$ cat src/rtl/spi_master_engine.sv
// SPI mode-0 master shift engine: streams TX buffer bytes MSB first and writes MISO bytes to the RX buffer.
// Optional build macro SPI_LOOPBACK_EN samples the driven mosi instead of the miso pin.
module spi_master_engine #(
  parameter int N       = 5,
  parameter int CLK_DIV = 4
) (
  input  logic         clk,
  input  logic         rst,
  input  logic         send,
  input  logic         cs_ctrl,
  input  logic         all_1s,
  input  logic         all_0s,
  input  logic [N:0]   n_tx_end,
  input  logic [7:0]   tx_data,
  output logic [N+1:0] tx_addr,
  output logic [7:0]   rx_data,
  output logic [N+1:0] rx_addr,
  output logic         rx_we,
  output logic         send_sign,
  output logic         hold_ctrl,
  output logic [N+1:0] n_rx_end,
  output logic         sclk,
  output logic         mosi,
  input  logic         miso,
  output logic         cs
);

  typedef enum logic [2:0] {IDLE, LOAD, SHIFT, STORE, DONE} state_t;

  localparam int            HW      = (CLK_DIV > 1) ? $clog2(CLK_DIV) : 1;
  localparam logic [HW-1:0] HP_LAST = HW'(CLK_DIV - 1);

  state_t        state;
  logic [N+1:0]  byte_idx;
  logic [N:0]    n_end;
  logic          f1s, f0s;
  logic [7:0]    tx_sh, rx_sh, load_byte;
  logic [HW-1:0] hp_cnt;
  logic [2:0]    bit_cnt;
  logic          sample_bit;

`ifdef SPI_LOOPBACK_EN
  assign sample_bit = mosi;
`else
  assign sample_bit = miso;
`endif

  assign tx_addr = byte_idx;
  assign cs      = ~((state != IDLE) | cs_ctrl);

  always_comb begin
    load_byte = tx_data;
    if (f1s)      load_byte = 8'hFF;
    else if (f0s) load_byte = 8'h00;
  end

  always_ff @(posedge clk) begin
    if (!rst) begin
      state     <= IDLE;
      byte_idx  <= '0;
      n_end     <= '0;
      f1s       <= 1'b0;
      f0s       <= 1'b0;
      tx_sh     <= '0;
      rx_sh     <= '0;
      hp_cnt    <= '0;
      bit_cnt   <= '0;
      sclk      <= 1'b0;
      mosi      <= 1'b0;
      rx_we     <= 1'b0;
      rx_addr   <= '0;
      rx_data   <= '0;
      send_sign <= 1'b0;
      hold_ctrl <= 1'b0;
      n_rx_end  <= '0;
    end else begin
      rx_we     <= 1'b0;
      hold_ctrl <= 1'b0;
      send_sign <= 1'b0;
      case (state)
        IDLE: if (send) begin
          state    <= LOAD;
          byte_idx <= '0;
          n_rx_end <= '0;
          n_end    <= n_tx_end;
          f1s      <= all_1s;
          f0s      <= all_0s;
        end
        LOAD: begin
          tx_sh   <= load_byte;
          mosi    <= load_byte[7];
          hp_cnt  <= '0;
          bit_cnt <= '0;
          sclk    <= 1'b0;
          state   <= SHIFT;
        end
        SHIFT: begin
          if (hp_cnt == HP_LAST) begin
            hp_cnt <= '0;
            sclk   <= ~sclk;
            if (!sclk) begin
              rx_sh <= {rx_sh[6:0], sample_bit};
            end else begin
              tx_sh   <= {tx_sh[6:0], 1'b0};
              mosi    <= tx_sh[6];
              bit_cnt <= bit_cnt + 3'd1;
              // Strobes are set on entry so they are high exactly during STORE.
              if (bit_cnt == 3'd7) begin
                state     <= STORE;
                rx_we     <= 1'b1;
                rx_addr   <= byte_idx;
                rx_data   <= rx_sh;
                hold_ctrl <= 1'b1;
                n_rx_end  <= byte_idx + 1'b1;
              end
            end
          end else begin
            hp_cnt <= hp_cnt + 1'b1;
          end
        end
        STORE: begin
          if (byte_idx == {1'b0, n_end}) begin
            state     <= DONE;
            send_sign <= 1'b1;
          end else begin
            byte_idx <= byte_idx + 1'b1;
            state    <= LOAD;
          end
        end
        DONE:    state <= IDLE;
        default: state <= IDLE;
      endcase
    end
  end

endmodule

$ cat config.mk
export PLATFORM = sky130hd
export DESIGN_NAME = spi_master_engine
export DESIGN_NICKNAME = d
export VERILOG_FILES = /design/src/rtl/spi_master_engine.sv
export SDC_FILE = /design/constraint.sdc
export NUM_CORES = 1
export LEC_CHECK = 0
export BUFFER_PORTS_ARGS = -buffer_cell sky130_fd_sc_hd__buf_4
export CAP_MARGIN = 20
export CELL_PAD_IN_SITES_DETAIL_PLACEMENT = 0
export CELL_PAD_IN_SITES_GLOBAL_PLACEMENT = 1
export CORE_ASPECT_RATIO = 0.6
export CORE_MARGIN = 2
export CORE_UTILIZATION = 35
export DETAILED_ROUTE_END_ITERATION = 8
export PLACE_DENSITY_LB_ADDON = 0.1
export SYNTH_ARGS = -nofsm -noshare
export SYNTH_HDL_FRONTEND = slang
export SYNTH_SLANG_ARGS = --single-unit
export TNS_END_PERCENT = 30
$ cat constraint.sdc
create_clock -name clk -period 2.3 [get_ports clk]
set_input_delay 0.46 -clock clk [delete_from_list [all_inputs] [get_ports clk]]
set_output_delay 0.46 -clock clk [all_outputs]
set_load 0.005 [all_outputs]
==> qor.yml <==
run_status:
  status: "completed"
floorplan:
  die_area_sq_mm: 0.00882
  rows: 25
  ios: 56
  die_x_um: 120
  die_y_um: 73.5
  core_sq_mm: 0.00785
  start_util_pct: 35.9
global_route:
  track_usage_pct: 17.8
  grt_max_degree: 51
  antenna_found_initial: 0
  grt_overflow: 0
  grt_pass1_wl_mm: 12.0
  use_met1_pct: 24.7
  grtUsageMet3_pct: 6.06
  globalRouteMet2Util_pct: 25.7
  grt_pass1_vias: 2340
  busiest_layer: "met2"
setup_path:
  cp_cell_sequence: "ha_1 > ha_1 > and3_1 > and2_1 > buf_4 > nand2_1 > a21oi_1"
  cp_max_fo: 16
  cpMostUsedCell: "ha_1"
  slowest_stage: "and2_1"
  cp.arrival_ps: 2140
  setup.worst_path.class: "flop to flop"
  critPathLaunchType: "flop"
  crit_family: "simple AND/OR/NAND/NOR gates"
  required_ps: 2560
  cpPeakStageDelay_ps: 530
  end_kind: "flop"
  critPathBufInv: 1
cells_and_area:
  final_cell_mix: "nand2_1, buf_4, dfxtp_1, a21oi_1, nor2_1"
  nFillCells: 815
  n_antenna_cell: 0
  instances_no_fill: 510
  mostFrequentLayoutCell: "nand2_1"
  syn2layout_area_growth_pct: 28.6
  nNetsFinal: 422
  drive_above_1_share_pct: 20.9
yosys:
  ys_warn_count: 0
  ys_ff_latch: 64
  synth_edf_count: 0
  synth_nets: 370
  seq_area_frac_synth_pct: 45.4
  async_flop_share_pct: 0
  syn-cell-area_sq_mm: 0.00282
  synth-main-ff-cell: "dfxtp_1"
  avgSynthCellArea_sq_um: 8.17
  synth_cell_type_count: 45
  synth_cells: 345
sta:
  slew_headroom_pct: 59.1
  setup_violations: 0
  min_period_over_period_pct: 81.8
  rsz0062_at_grt: "no"
  tns_ps: 0
  worstMarginPinSlew_ps: 612
  finClkSkew_ps: 2.72
  hold_viol: 0
  timing.fmax_ghz: 0.532
  slew_viol_final: 0
  min_period_ps: 1880
route:
  post_drt_via_cell_ratio: 5.01
  wire_per_inst_um: 14.4
  drtIter0Drc: 131
  dr.pass1.iters: 5
  ant_nets: 0
  drc: 0
  totalWireLength_mm: 7.33
  vias: 2557
clocking:
  cts_setup_buffers: 0
  cts_buffers: 9
  cts-root-buf: "clkbuf_16"
  clkTransAtPathRegs_ps: 50
  cts_max_path_buffers: 2
  cts_resized: 0
  clk_latency_ps: 330
  numClockSinks: 64
  cts_tree: "yes"
  hold_buffers: 0
  htree_levels: 3
power_and_ir_drop:
  vdd_drop_max_uv: 392
  power_density_mw_per_mm2: 736
  p_leak_nw: 1.47
placement:
  gp_congestion: 0.770
  dp_hpwl_mm: 5.05
  dp_cells: 494
  portBuffers: 55
min_path:
  holdCritPathClass: "input port to flop"
job:
  maxCapViolCount: 0
==> sequential cells by signal, summed over array words and instances (netlist names), 2 cells and up <==
name	count
n_rx_end	7
n_end	6
state	3
tx_sh	7
rx_data	8
tx_addr	7
hp_cnt	2
bit_cnt	3
rx_addr	7
rx_sh	8
==> metal layers <==
metal,vias to the layer above,wire length (um)
li1,1296,-
met1,1190,3740
met2,61,3050
met3,10,436
met4,0,89
met5,-,0
==> final cells by class <==
class / count / area (sq um) / share of cell area, %
Multi-Input combinational cell: 249 / 1390 / 38.2
Clock buffer: 14 / 274 / 7.55
Sequential cell: 64 / 1280 / 35.3
Clock inverter: 2 / 12.5 / 0.345
Timing Repair Buffer: 67 / 515 / 14.2
Inverter: 6 / 22.5 / 0.621
Tap cell: 108 / 135 / 3.73
==> synthesized netlist by cell type, types with 2 or more instances <==
cell      number  area [sq um]
a211o_1        7          61.3
a21o_1         3          22.5
a21oi_1       54           270
a22oi_1        3          22.5
and2_1         3          18.8
and3b_1        2          17.5
buf_2         10          50.1
buf_6          3          33.8
clkbuf_1      11          41.3
dfxtp_1       64          1280
ha_1           4          50.1
inv_1          6          22.5
mux2i_1        9          90.1
nand2_1       73           274
nand2b_1       4          25.0
nand3_1        6          30.0
nand3b_1       2          15.0
nor2_1        21          78.8
nor2b_1        2          12.5
nor3_1         6          30.0
nor4_1         3          18.8
nor4b_1        3          26.3
o21a_1         2          15.0
o21ai_0       10          50.1
o22ai_1        4          25.0
o311ai_1       2          17.5
or2_1          2          12.5
or3_1          2          12.5
xnor2_1        8          70.1
==> worst paths after layout <==
| path | from | endpoint | slack, ps | cells after the start |
|---|---|---|---|---|
| worst max-delay path | bit_cnt[0] | rx_data[6] | 420 | 7 |
| worst min-delay path | miso | rx_sh[0] | 380 | 3 |
| worst max register to register | bit_cnt[0] | rx_data[6] | 420 | 7 |
| worst min register to register | rx_addr[6] | rx_addr[6] | 460 | 2 |
==> metrics by stage <==
stage / instance area (sq um) / setup WS (ps) / hold WS, ps / utilization [%] / total power [W]
6_report: 3630 / 419 / 376 / 46.2 / 0.00267
5_1_grt: 3630 / 208 / 372 / 46.2 / 0.00279
4_1_cts: 3630 / 387 / 364 / 46.2 / 0.00269
3_5_place_dp: 3340 / 406 / 448 / 42.5 / 0.00140
3_3_place_gp: 3340 / 473 / 446 / 42.5 / 0.00140
2_1_floorplan: 2820 / 731 / 432 / - / 0.00132
==> power by group <==
part           switching, W  internal, W  total, W
sequential        0.0000270      0.00113   0.00116
clock              0.000477     0.000816   0.00129
combinational      0.000122    0.0000915  0.000213
==> cell families after synthesis <==
kind of cell             Yosys count  synth area share [%]
buffers and inverters             32                  5.63
AND/OR/NAND/NOR                  136                  22.3
multiplexers                       9                  3.19
AO/OA/AOI/OAI                     92                  19.2
flip-flops                        64                  45.4
adder cells (fa/ha/maj)            4                  1.77
XOR/XNOR                           8                  2.48
==> worst reg2reg max path: stages, from the launching register on <==
cell and delay (ps):
dfxtp_1 340, ha_1 150, ha_1 130, and3_1 220
and2_1 530, buf_4 250, nand2_1 60, a21oi_1 120
(Power assumes the default switching activity.)
